$ cat src/rtl/alu_issue_ctrl.sv
// Issue controller between decode and the ALU: holds operands, gates the mul/div
// clock enable, waits for a fixed latency or the ALU complete, and returns the answer.
module alu_issue_ctrl #(
    parameter int unsigned FIX_LAT = 2,
    parameter int unsigned SETTLE  = 2,
    parameter int unsigned TIMEOUT = 255
) (
    input  logic        clk,
    input  logic        rst,
    input  logic        in_valid,
    output logic        in_ready,
    input  logic [31:0] in_op1,
    input  logic [31:0] in_op2,
    input  logic [4:0]  in_opcode,
    input  logic [4:0]  in_rd,
    output logic [31:0] alu_op1,
    output logic [31:0] alu_op2,
    output logic [4:0]  alu_opcode,
    output logic        mul_div_en,
    input  logic [31:0] alu_answer,
    input  logic        alu_complete,
    output logic        out_valid,
    input  logic        out_ready,
    output logic [31:0] out_result,
    output logic [4:0]  out_rd,
    output logic        out_timeout
);

    localparam int unsigned DW  = 32;
    localparam int unsigned OPW = 5;
    localparam int unsigned RW  = 5;
    localparam int unsigned CW  = 8;

    typedef enum logic [2:0] {
        S_IDLE,
        S_WAIT_FIX,
        S_SETTLE,
        S_WAIT_DONE,
        S_RESP
    } state_t;

    state_t          r_state,  w_state_nxt;
    logic [CW-1:0]   r_cnt,    w_cnt_nxt;
    logic [CW-1:0]   r_tcnt,   w_tcnt_nxt;
    logic [DW-1:0]   r_op1,    w_op1_nxt;
    logic [DW-1:0]   r_op2,    w_op2_nxt;
    logic [OPW-1:0]  r_opcode, w_opcode_nxt;
    logic [RW-1:0]   r_tag,    w_tag_nxt;
    logic [DW-1:0]   r_result, w_result_nxt;
    logic [RW-1:0]   r_out_rd, w_out_rd_nxt;
    logic            r_timeout,    w_timeout_nxt;
    logic            r_mul_div_en, w_mul_div_en_nxt;
    logic            r_in_ready,   w_in_ready_nxt;
    logic            r_out_valid,  w_out_valid_nxt;
    logic            w_is_multi;

    // Opcodes 2..9 are mul/div and complete on the ALU's own schedule
    assign w_is_multi = (in_opcode >= OPW'(2)) && (in_opcode <= OPW'(9));

    always_ff @(posedge clk or posedge rst) begin
        if (rst) begin
            r_state      <= S_IDLE;
            r_cnt        <= '0;
            r_tcnt       <= '0;
            r_op1        <= '0;
            r_op2        <= '0;
            r_opcode     <= '0;
            r_tag        <= '0;
            r_result     <= '0;
            r_out_rd     <= '0;
            r_timeout    <= 1'b0;
            r_mul_div_en <= 1'b0;
            r_in_ready   <= 1'b1;
            r_out_valid  <= 1'b0;
        end else begin
            r_state      <= w_state_nxt;
            r_cnt        <= w_cnt_nxt;
            r_tcnt       <= w_tcnt_nxt;
            r_op1        <= w_op1_nxt;
            r_op2        <= w_op2_nxt;
            r_opcode     <= w_opcode_nxt;
            r_tag        <= w_tag_nxt;
            r_result     <= w_result_nxt;
            r_out_rd     <= w_out_rd_nxt;
            r_timeout    <= w_timeout_nxt;
            r_mul_div_en <= w_mul_div_en_nxt;
            r_in_ready   <= w_in_ready_nxt;
            r_out_valid  <= w_out_valid_nxt;
        end
    end

    always_comb begin
        w_state_nxt      = r_state;
        w_cnt_nxt        = r_cnt;
        w_tcnt_nxt       = r_tcnt;
        w_op1_nxt        = r_op1;
        w_op2_nxt        = r_op2;
        w_opcode_nxt     = r_opcode;
        w_tag_nxt        = r_tag;
        w_result_nxt     = r_result;
        w_out_rd_nxt     = r_out_rd;
        w_timeout_nxt    = r_timeout;
        w_mul_div_en_nxt = r_mul_div_en;

        case (r_state)
            S_IDLE: begin
                if (in_valid && r_in_ready) begin
                    w_op1_nxt    = in_op1;
                    w_op2_nxt    = in_op2;
                    w_opcode_nxt = in_opcode;
                    w_tag_nxt    = in_rd;
                    w_cnt_nxt    = '0;
                    if (w_is_multi) begin
                        w_state_nxt      = S_SETTLE;
                        w_mul_div_en_nxt = 1'b1;
                    end else begin
                        w_state_nxt      = S_WAIT_FIX;
                    end
                end
            end
            S_WAIT_FIX: begin
                if (r_cnt == CW'(FIX_LAT - 1)) begin
                    w_result_nxt  = alu_answer;
                    w_out_rd_nxt  = r_tag;
                    w_timeout_nxt = 1'b0;
                    w_state_nxt   = S_RESP;
                end else begin
                    w_cnt_nxt     = r_cnt + CW'(1);
                end
            end
            // A complete left over from the previous mul/div is masked here
            S_SETTLE: begin
                if (r_cnt == CW'(SETTLE - 1)) begin
                    w_tcnt_nxt  = '0;
                    w_state_nxt = S_WAIT_DONE;
                end else begin
                    w_cnt_nxt   = r_cnt + CW'(1);
                end
            end
            S_WAIT_DONE: begin
                if (alu_complete) begin
                    w_result_nxt     = alu_answer;
                    w_out_rd_nxt     = r_tag;
                    w_timeout_nxt    = 1'b0;
                    w_mul_div_en_nxt = 1'b0;
                    w_state_nxt      = S_RESP;
                end else if (r_tcnt == CW'(TIMEOUT - 1)) begin
                    w_result_nxt     = '0;
                    w_out_rd_nxt     = r_tag;
                    w_timeout_nxt    = 1'b1;
                    w_mul_div_en_nxt = 1'b0;
                    w_state_nxt      = S_RESP;
                end else begin
                    w_tcnt_nxt       = r_tcnt + CW'(1);
                end
            end
            S_RESP: begin
                if (out_ready) begin
                    w_state_nxt = S_IDLE;
                end
            end
            default: begin
                w_state_nxt = S_IDLE;
            end
        endcase

        w_in_ready_nxt  = (w_state_nxt == S_IDLE);
        w_out_valid_nxt = (w_state_nxt == S_RESP);
    end

    assign in_ready    = r_in_ready;
    assign alu_op1     = r_op1;
    assign alu_op2     = r_op2;
    assign alu_opcode  = r_opcode;
    assign mul_div_en  = r_mul_div_en;
    assign out_valid   = r_out_valid;
    assign out_result  = r_result;
    assign out_rd      = r_out_rd;
    assign out_timeout = r_timeout;

endmodule

$ cat config.mk
export PLATFORM = sky130hd
export DESIGN_NAME = alu_issue_ctrl
export DESIGN_NICKNAME = d
export VERILOG_FILES = /design/src/rtl/alu_issue_ctrl.sv
export SDC_FILE = /design/constraint.sdc
export NUM_CORES = 1
export LEC_CHECK = 0
export BUFFER_PORTS_ARGS = -buffer_cell sky130_fd_sc_hd__buf_2
export CORE_UTILIZATION = 44
export DETAILED_ROUTE_END_ITERATION = 8
export PLACE_DENSITY = 0.77
export SLEW_MARGIN = 25
export SYNTH_ARGS = -nofsm -noshare
export SYNTH_HDL_FRONTEND = slang
export SYNTH_SLANG_ARGS = --single-unit
$ cat constraint.sdc
create_clock -name clk -period 4 [get_ports clk]
set_input_delay 0.2 -clock clk [delete_from_list [all_inputs] [get_ports clk]]
set_output_delay 0.2 -clock clk [all_outputs]
set_load 0.005 [all_outputs]
==> flow_summary.ini <==
[outcome]
status = completed

[power_and_ir_drop]
comb_power_share_pct = 33.8
power.share.clock_pct = 27.6
netSwitchingPower_w = 0.00210
power.total_w = 0.00616
internal_power_w = 0.00406
vdd_drop_max_mv = 0.391
powerDensity_mw_per_mm2 = 740
switching_share_pct = 34.2
total_leakage_power_nw = 4.44
sequentialPowerShare_pct = 38.6

[finish]
nNetsFinal = 963
area_delta_synth_final_pct = 50.8
antennaDiodeCount = 0
fill_cells = 852
drive_gt1_share_pct = 32.3

[cts]
cts-root-to-sink-buffers = 2
worst_setup_hold_path_clk_slew_ns = 0.06
cts_buffers = 17
post_cts.resized_instances = 0
tritoncts = yes
clkSinkCount = 134
htreeDepth = 4
clkLatencyLatePin_ns = 0.41
cts_root_buffer = clkbuf_16

[drt]
detailedRoute.firstIterationViolations = 400
num_vias = 5294
antenna_left = 0
vias_per_cell = 5.14
totalWireLength_um = 16700
post_detailed_route_wirelength_per_cell_um = 16.2
remaining_drc_errors = 0
firstDrtPassIters = 5

[timing]
hold_viol = 0
fmax_ghz = 0.429
finalWorstPathRequiredPeriod_ns = 2.33
report.final.setup_viol = 0
period_share_pct = 58.2
max_slew_margin_pct = 44.1
final-max-slew-violation-count = 0
worstMarginPinSlew_ns = 0.839
fin_skew_ns = 0.00403
fin_tns_setup_ns = 0
grt_setup_unrepaired = no

[grt]
grt_overflow_total = 0
grt_antenna_before_repair = 0
grt_start_max_net_pins = 81
grt_pass1_wl_um = 26200
grt_pass1_vias = 5470
grt.total_usage_pct = 26.3

[synth]
synth_compound_gate_area_share_pct = 10.0
synthesis.area_mm2 = 0.00552
yosysWarnings = 0
yosysMostFrequentCell = nand2_1
netlist.area_leader.share_pct = 60.3
syn_nets = 651
synth_sequential_area_ratio_pct = 60.8
yosys.area_share.simple_pct = 22.2
ys_dominant_reg_cell = dfrtp_1
synth_enable_flop_cells = 0
synth_async_sr_flop_share_pct = 100
multiplexer_area_fraction_after_synthesis_pct = 1.93
synth_top_family_by_area = simple AND/OR/NAND/NOR gates
yosys.area.top_type = dfrtp_1
syn-instance-count = 536
synth-seq-cells = 134
synthAdderAreaFrac_pct = 0.907
post_synth_num_cell_types = 56
fraction_of_synthesized_cell_area_in_xor_and_xnor_cells_pct = 0.771
top_cell_types_by_occurrence_after_synthesis = 232 x nand2_1, 133 x dfrtp_1, 32 x a22o_1, 11 x clkbuf_1
syn_area_per_cell_um2 = 10.3
synth_top_cells_by_area = dfrtp_1 60%, nand2_1 16%, a22o_1 5.1%, buf_6 1.2%, mux2_2 1.0%

[placement]
dp_hpwl_um = 9260
routability_driven_placement_congestion_ratio = 0.807
port_buffers = 220

[critical_path]
timing.critical_path.from = r_tcnt[0]
cp_data_arrival_time_ns = 2.62
critPathCaptureType = flip-flop
setup.worst_path.class = reg2reg
cp.required_ns = 4.29
timing.critical_path.from_type = flip-flop
r2r_start = r_tcnt[0]
critical_path.max_fanout = 23

[floorplanning]
num_io_pins = 221
standard_cell_row_count = 40
dieHeight_um = 114
placeableCoreArea_mm2 = 0.0121
design.die.area_mm2 = 0.0130
die_width_um = 114
initial_utilization_pct = 45.6

[hold_path]
hold_path.startpoint = alu_answer[0]
hp-class = in2reg

[job]
max_cap_viol_count = 0
[per-layer routing]
layer	part of all wire, %	vias to the layer above	routed length (um)	global-route usage (%)
li1	-	2414	-	-
met1	39	2538	6540	29.8
met2	49	285	8240	44.4
met3	8.1	57	1350	7.97
met4	3.5	0	592	14.4
met5	0	-	0	0
[placed cells by master, fill, tap and decap left out, types with 2 or more instances in the layout]
cell type	instances
nand2_1	232
buf_2	220
dfrtp_1	133
dlygate4sd3_1	94
a22o_1	32
clkbuf_16	17
nor2_1	8
nand3_1	8
o21ai_0	8
a21oi_1	8
inv_1	6
mux2i_1	5
mux2_2	5
bufinv_16	5
buf_4	5
nand4_1	4
nor3_1	4
or3_1	4
ha_1	4
clkinv_2	4
o211ai_1	3
clkinv_4	3
nand2b_1	2
xnor2_1	2
nor3b_1	2
and4bb_2	2
a2111oi_0	2
and3_1	2
a22oi_1	2
o31ai_1	2
[layout make-up]
| cell class | instances | area, um2 | share of cell area (%) |
|---|---|---|---|
| Sequential cell | 134 | 3350 | 40.3 |
| Timing Repair Buffer | 320 | 2110 | 25.3 |
| Multi-Input combinational cell | 368 | 1980 | 23.7 |
| Clock buffer | 19 | 443 | 5.32 |
| Tap cell | 168 | 210 | 2.53 |
| Clock inverter | 13 | 204 | 2.45 |
| Inverter | 7 | 28.8 | 0.346 |
[final timing paths]
| check | to | slack, ns | cells past startpoint |
|---|---|---|---|
| worst min register to register | alu_op1[10] | 0.47 | 2 |
| min in group asynchronous | alu_op1[11] | 0.53 | 3 |
| worst max-delay path | out_rd[0] | 1.67 | 7 |
| worst min-delay path | out_result[0] | 0.02 | 2 |
| worst max register to register | out_rd[0] | 1.67 | 7 |
| max in group asynchronous | in_ready | 2.51 | 4 |
[flip-flops by register name, summed over array words and instances (netlist names)]
name         cells
out_rd           5
out_result      32
out_timeout      1
r_tcnt           8
out_valid        1
alu_op2         32
alu_opcode       5
in_ready         1
r_cnt            8
r_state          3
r_tag            5
alu_op1         32
mul_div_en       1
[what timing repair did]
action,CTS,global route
hold endpoints to repair,158,0
hold buffers,94,0
setup buffers,0,0
[power by group through the flow]
stage / combinational (W) / clock [W] / sequential [W]
detailed placement: 0.00192 / 0 / 0.00235
floorplan: 0.00116 / 0 / 0.00233
global placement: 0.00183 / 0 / 0.00233
CTS: 0.00200 / 0.00173 / 0.00235
global route: 0.00231 / 0.00178 / 0.00245
finish: 0.00209 / 0.00170 / 0.00238
[metrics by stage]
stage / hold WS, ns / instances / utilization [%] / worst slack [ns] / cell area [um2]
CTS: 0.000734 / 1028 / 68.5 / 1.47 / 8300
floorplan: 0.305 / 536 / - / 0.219 / 5520
detailed placement: 0.393 / 902 / 55.4 / 1.52 / 6710
global placement: 0.387 / 902 / 55.4 / 1.65 / 6710
global route: 0.00230 / 1029 / 68.7 / 1.51 / 8320
finish: 0.0190 / 1029 / 68.7 / 1.67 / 8320
[worst max-delay path, stage by stage, from the launching register on]
cell and delay (ns):
dfrtp_1 0.44, inv_1 0.11, ha_1 0.16, nand3_1 0.21
nor2_2 0.41, o221ai_4 0.32, buf_16 0.26, mux2_2 0.28
[cells by family (layout without fill, tap and decap cells)]
family / after synthesis / count (layout)
buffers and inverters: 34 / 359
and+or+nand+nor: 283 / 283
muxes: 10 / 10
DFF: 134 / 134
adders and majority gates: 4 / 4
xor gates and xnor gates: 4 / 4
AOI/OAI and AO/OA: 67 / 67
Power figures use the tool's default switching activity.
